==> config.mk <==
export PLATFORM = sky130hd
export DESIGN_NAME = timer_counter_ctrl
export DESIGN_NICKNAME = d
export VERILOG_FILES = /design/src/rtl/timer_counter_ctrl.sv
export SDC_FILE = /design/constraint.sdc
export NUM_CORES = 1
export LEC_CHECK = 0
export BUFFER_PORTS_ARGS = -buffer_cell sky130_fd_sc_hd__buf_2
export CORE_MARGIN = 2
export CORE_UTILIZATION = 46
export DETAILED_ROUTE_END_ITERATION = 12
export GPL_ROUTABILITY_DRIVEN = 0
export PLACE_DENSITY_LB_ADDON = 0.25
export SYNTH_ARGS = -nofsm -noshare
export SYNTH_HDL_FRONTEND = slang
export SYNTH_SLANG_ARGS = --single-unit
==> constraint.sdc <==
create_clock -name pclk -period 1.7 [get_ports pclk]
set_clock_uncertainty 0.15 [all_clocks]
set_input_delay 0.17 -clock pclk [delete_from_list [all_inputs] [get_ports pclk]]
set_output_delay 0.17 -clock pclk [all_outputs]
set_load 0.005 [all_outputs]
==> src/rtl/timer_counter_ctrl.sv <==
// Counting controller for the 8-bit timer: aligns to the sampled divided clock,
// turns its rising edges into count ticks and keeps sticky overflow/underflow flags.
module timer_counter_ctrl #(
    parameter int unsigned WIDTH = 8
) (
    input  logic             pclk,
    input  logic             preset_n,
    input  logic             int_clk,
    input  logic [1:0]       cks,
    input  logic             en,
    input  logic             load,
    input  logic [WIDTH-1:0] tdr,
    input  logic             cnt_dn,
    input  logic             ovf_clr,
    input  logic             udf_clr,
    output logic [WIDTH-1:0] cnt,
    output logic             tmr_ovf,
    output logic             tmr_udf,
    output logic             running
);

    localparam logic [WIDTH-1:0] MAXV = '1;

    typedef enum logic [1:0] {
        IDLE  = 2'd0,
        ARMED = 2'd1,
        RUN   = 2'd2
    } state_e;

    state_e           state_q, state_d;
    logic             int_clk_q;
    logic [1:0]       cks_q;
    logic [WIDTH-1:0] cnt_q, cnt_d;
    logic             ovf_q, ovf_d;
    logic             udf_q, udf_d;
    logic             running_q, running_d;

    logic             rise;
    logic             cks_chg;
    logic             tick;

    assign rise    = int_clk & ~int_clk_q;
    assign cks_chg = (cks != cks_q);
    // A tick is lost on disable or clock-select change; the old period is discarded.
    assign tick    = rise & (state_q == RUN) & en & ~cks_chg;

    always_ff @(posedge pclk or negedge preset_n) begin
        if (!preset_n) begin
            state_q   <= IDLE;
            int_clk_q <= 1'b0;
            cks_q     <= 2'b00;
            cnt_q     <= '0;
            ovf_q     <= 1'b0;
            udf_q     <= 1'b0;
            running_q <= 1'b0;
        end else begin
            state_q   <= state_d;
            int_clk_q <= int_clk;
            cks_q     <= cks;
            cnt_q     <= cnt_d;
            ovf_q     <= ovf_d;
            udf_q     <= udf_d;
            running_q <= running_d;
        end
    end

    // Next-state, counter and flag update
    always_comb begin
        state_d   = state_q;
        cnt_d     = cnt_q;
        ovf_d     = ovf_q;
        udf_d     = udf_q;

        if (!en) begin
            state_d = IDLE;
        end else begin
            case (state_q)
                IDLE:    state_d = ARMED;
                ARMED:   if (rise) state_d = RUN;
                RUN:     if (cks_chg) state_d = ARMED;
                default: state_d = IDLE;
            endcase
        end

        if (ovf_clr) ovf_d = 1'b0;
        if (udf_clr) udf_d = 1'b0;

        // Load beats a coincident tick; a set beats a coincident clear.
        if (load) begin
            cnt_d = tdr;
        end else if (tick) begin
            if (!cnt_dn) begin
                if (cnt_q == MAXV) begin
                    cnt_d = '0;
                    ovf_d = 1'b1;
                end else begin
                    cnt_d = cnt_q + WIDTH'(1);
                end
            end else begin
                if (cnt_q == '0) begin
                    cnt_d = MAXV;
                    udf_d = 1'b1;
                end else begin
                    cnt_d = cnt_q - WIDTH'(1);
                end
            end
        end

        running_d = (state_d == RUN);
    end

    assign cnt     = cnt_q;
    assign tmr_ovf = ovf_q;
    assign tmr_udf = udf_q;
    assign running = running_q;

endmodule

Yosys cells after proc, flatten, opt, wreduce, memory -nomap -nowiden
Index checks and enable logic that the tools add are counted.
{"block": "totals", "regBits": 16, "in_bits": 18, "out_inout_bits": 11, "wordCells": 42}
{"block": "op_classes", "addsub": 2, "n_eq_ne": 5, "mux": 19, "bitwise": 6, "reduce_logical": 3}
{"cell": "two-way mux 8 bit", "n": 5}
{"cell": "two-way mux 1 bit", "n": 10}
{"cell": "adder 8 x 1 -> 8 bit, second input constant", "n": 1}
{"cell": "equality test 8 bit, second input constant", "n": 1}
{"cell": "logical NOT 8 bit", "n": 1}
{"cell": "subtractor 8 x 1 -> 8 bit, second input constant", "n": 1}
{"cell": "two-way mux 2 bit", "n": 3}
{"cell": "case mux 2 bit (3 select lines)", "n": 1}
{"cell": "bitwise AND 1 bit", "n": 4}
{"cell": "equality test 2 bit, second input constant", "n": 2}
{"cell": "equality test 2 x 1 -> 1 bit, second input constant", "n": 1}
{"cell": "logical NOT 2 bit", "n": 1}
{"cell": "!= test 2 bit", "n": 1}
{"cell": "NOT 1 bit", "n": 2}
{"cell": "nonzero test 2 bit", "n": 1}

Logic depth before layout (Yosys ltp)
{"block": "depth", "depth_word": 7, "ltp_mapped": 7}

Worst setup path after synthesis
OpenSTA, ideal clock, no wires.
{"block": "synth_timing", "kind": "reg-to-reg", "startpoint": "register cnt_q[0] (netlist: cnt[0])", "endpoint": "register cnt_q[3] (netlist: cnt[3])", "setup_time_ns": 0.123, "t_arrival_ns": 1.478, "slack_ns": -0.052, "path_stages_with_launch": 8, "path_buffers": 0, "period_less_slack_ns": 1.752, "path_cell_list": "dfrtp_1 > inv_1 > ha_1 > nor2b_1 > a211oi_1 > o32ai_1 > nor3b_1 > o31ai_1"}
{"block": "synth_via", "elab_chain_cells": 5, "elab_cells_between_ends": 9, "cone_classes": "add/sub: 2; eq/ne: 1; mux: 5; reduce/logical: 1"}
{"item": "start, declared", "line_no": "33", "text": "logic [WIDTH-1:0] cnt_q, cnt_d;"}
{"item": "start signal, assigned", "line_no": "60", "text": "cnt_q <= cnt_d;"}
{"item": "adder 8 x 1 -> 8 bit, or another cell as far along", "line_no": "97", "text": "cnt_d = cnt_q + WIDTH'(1);"}
{"item": "two-way mux 8 bit (on tied branches)", "line_no": "93, 100"}
{"item": "two-way mux 8 bit *", "line_no": "92", "text": "if (!cnt_dn) begin"}
{"item": "two-way mux 8 bit *", "line_no": "91", "text": "end else if (tick) begin"}
{"item": "two-way mux 8 bit *", "line_no": "89", "text": "if (load) begin"}
Every way passes the cells marked *; elsewhere a longest branch is shown, timed or not. The select of a mux whose other input is x is not followed.
A chain may end at the register's enable or synchronous reset.

Worst setup path in the final report
{"block": "layout_timing", "startpoint": "register cnt_q[1] (netlist: cnt[1])", "endpoint": "register cnt_q[3] (netlist: cnt[3])"}
The elaborated chain is that of the path after synthesis.

==> flow_summary_export.csv <==
group,metric,value,unit
route,met2_length,1490,µm
power,switching_share,31.6,%
critical_path,path_class,"flop to flop",
global_routing,grt_pass1_wl,4820,µm
die,die_area,2800,µm²
clock_network,clk-insertion-delay-late,0.30,ns
yosys,synthFlopType,"dfrtp_1",
sta,hold_viol,0,
yosys,synth_cell_types,44,
global_routing,grt_usage,23.8,%
power,clock_power_share,22.8,%
sta,finalCriticalPeriod,1.78,ns
critical_path,arrival,1.81,ns
die,pin_count,29,
global_routing,antenna_found_initial,0,
route,drt_wl_total,2960,µm
critical_path,crit_chain,"buf_4, or4b_4, nand3_2, o32ai_2, nor3b_2, o31ai_1",
sta,finalSetupTns,-0.0882,ns
route,dr.max_layer_used,"met4",
power,vdd_drop_max,0.000409,V
final_layout,final_util,74.1,%
sta,max_freq,562,MHz
critical_path,cpMaxStageDelayCell,"or4b_4",
route,wl_met3,136,µm
sta,slew_headroom,75.2,%
power,p_int,0.665,mW
yosys,ys_ff_latch,16,
global_routing,grt-ovfl-total,0,
clock_network,clk_pin_slew,0.10,ns
min_path,hold_path.class,"input port to flop",
clock_network,cts_tree,"done",
clock_network,clkSinkCount,16,
sta,fin_crit_sh,105,%
critical_path,required,1.73,ns
die,die_y,52.9,µm
yosys,synth_area,1100,µm²
critical_path,endpoint_kind,"flop",
placed_design,dp.cells,187,
die,fp-row-count,17,
power,seqPwrFrac,45.0,%
final_layout,drive_gt1_share,45.1,%
yosys,synthTopCellsByArea,"dfrtp_1 36%, nand2_1 4.8%, ha_1 3.4%",
yosys,synth-edff-count,0,
global_routing,grt_pass1_vias,1093,
route,drtAntennaViolNets,0,
final_layout,fin_nets,206,
placed_design,place_ws,-0.0543,ns
job,drv_cap,0,
route,wl_per_cell,13.9,µm
global_routing,grt_max_degree,18,
yosys,yosys.area.top_type,"dfrtp_1",
final_layout,diodes,0,
clock_network,cts-root-buf,"clkbuf_4",
yosys,async_flop_share,100,%
die,floorplan.initialDensity,49.3,%
outcome,violations,"setup timing",
placed_design,portBuffers,28,
yosys,synthCells,122,
route,dr.first_iter.drc_count,20,
sta,layout_setup_ws,-0.0788,ns
critical_path,start_kind,"flop",
yosys,syn_nets,143,
yosys,yosys_warnings,0,
sta,whs,0.111,ns
clock_network,numCtsBuffers,3,
power,power_frac_comb,32.2,%
power,p_per_area,587,nW/µm²
die,die_x,52.9,µm
die,core_area,2230,µm²
critical_path,critPathMaxFanout,5,
route,drc,0,
outcome,status,"finished, violations left",
route,drt-pass1-iter-count,4,
sta,setup_viol,2,
sta,worst_pin_slew,0.371,ns
final_layout,final_area,1660,µm²
power,leakage,0.738,nW
yosys,synth.avg_cell_area,9.03,µm²
placed_design,post_dp_cell_area,1340,µm²
yosys,synth_top_area_share,36.4,%
sta,rsz0062_at_grt,"true",
clock_network,h-tree-depth,1,
critical_path,max_stage_delay,0.51,ns
power,p_switching,0.308,mW
power,power,0.972,mW
sta,slew_violations,0,
route,num_vias,1147,
final_layout,syn2layout_area_growth,50.3,%
route,viasPerCell,5.41,
clock_network,clock_path_buffers,2,
route,wl_met1,1300,µm
placed_design,dp_hpwl,2010,µm
final_layout,instances_no_fill,212,
yosys,synth_seq_area_share,36.4,%
-- cell type report --
| cell class | count | area (µm²) |
|---|---|---|
| multi-input combinational | 94 | 713 |
| timing repair buffer | 65 | 458 |
| inverter | 5 | 18.8 |
| sequential | 16 | 404 |
| clock buffer | 4 | 26.3 |
| fill | 164 | 578 |
| tap | 28 | 35.0 |
-- worst paths after layout --
path,start,endpoint,slack [ns],depth (start not counted)
min reg2reg,tmr_ovf,tmr_ovf,0.39,2
min,load,cnt[6],0.11,3
max in group asynchronous,preset_n,cnt[2],0.96,2
min in group asynchronous,preset_n,cnt[4],0.15,2
max,cnt[1],cnt[3],-0.08,6
max reg2reg,cnt[1],cnt[3],-0.08,6
-- layer usage --
layer	global-route usage, %	vias to the layer above
li1	-	575
met1	30.9	528
met2	39.4	40
met3	3.95	4
met4	8.97	0
met5	0	-
-- cell usage in the layout (no fill, tap or decap), types with 4 or more instances in the layout --
| cell | instances |
|---|---|
| nand3_1 | 4 |
| nor2_1 | 6 |
| nand2_1 | 13 |
| buf_4 | 21 |
| o21ai_0 | 4 |
| dlygate4sd3_1 | 16 |
| buf_2 | 28 |
| dfrtp_1 | 13 |
| a21oi_1 | 6 |
-- power groups by stage --
stage / sequential [mW] / clock [mW] / combinational [mW]
2_1_floorplan: 0.445 / 0 / 0.127
3_3_place_gp: 0.441 / 0 / 0.227
3_5_place_dp: 0.443 / 0 / 0.233
4_1_cts: 0.436 / 0.228 / 0.289
5_1_grt: 0.442 / 0.249 / 0.344
6_report: 0.437 / 0.222 / 0.313
-- critical path, delay by kind of cell, from the launching register on --
kind                   cells  cell delay [ns]
AO/OA/AOI/OAI              2             0.15
buffers and inverters      1             0.15
flip-flops                 1             0.44
AND/OR/NAND/NOR            3             0.77
-- kinds of logic (layout without fill, tap and decap cells) --
| logic type | Yosys count | after routing | synth area share, % |
|---|---|---|---|
| xor gates and xnor gates | 3 | 3 | 2.39 |
| buffers and inverters | 12 | 74 | 7.50 |
| adders and majority gates | 3 | 3 | 3.41 |
| muxes | 1 | 1 | 1.02 |
| and+or+nand+nor | 52 | 52 | 27.7 |
| DFF | 16 | 16 | 36.4 |
| AOI/OAI and AO/OA | 35 | 35 | 21.6 |
-- registers in the layout, summed over array words and instances, names as in the netlist --
signal / cells
cnt: 8
cks_q: 2
state_q: 2
int_clk_q: 1
running: 1
tmr_ovf: 1
tmr_udf: 1
-- synthesized netlist by cell type, drive strengths merged, types with 2 or more instances --
cell	n
nor2	7
a21oi	7
a31o	2
a211oi	2
and3b	4
inv	5
o22ai	3
o31ai	3
nand4	3
ha	3
nand2	14
nor2b	3
nand3b	2
xnor2	3
o21a	2
buf	6
dfrtp	16
and3	3
o21ai	8
nor3b	3
nand3	6
-- timing repair --
action | 4_1_cts | 5_1_grt
endpoints found under the hold margin | 31 | 0
endpoints found under the setup margin | 6 | 7
hold buffers | 16 | 0
pin swaps | 8 | 12
gates resized for setup | 12 | 14
setup buffers | 3 | 2
Power figures use the tool's default switching activity.
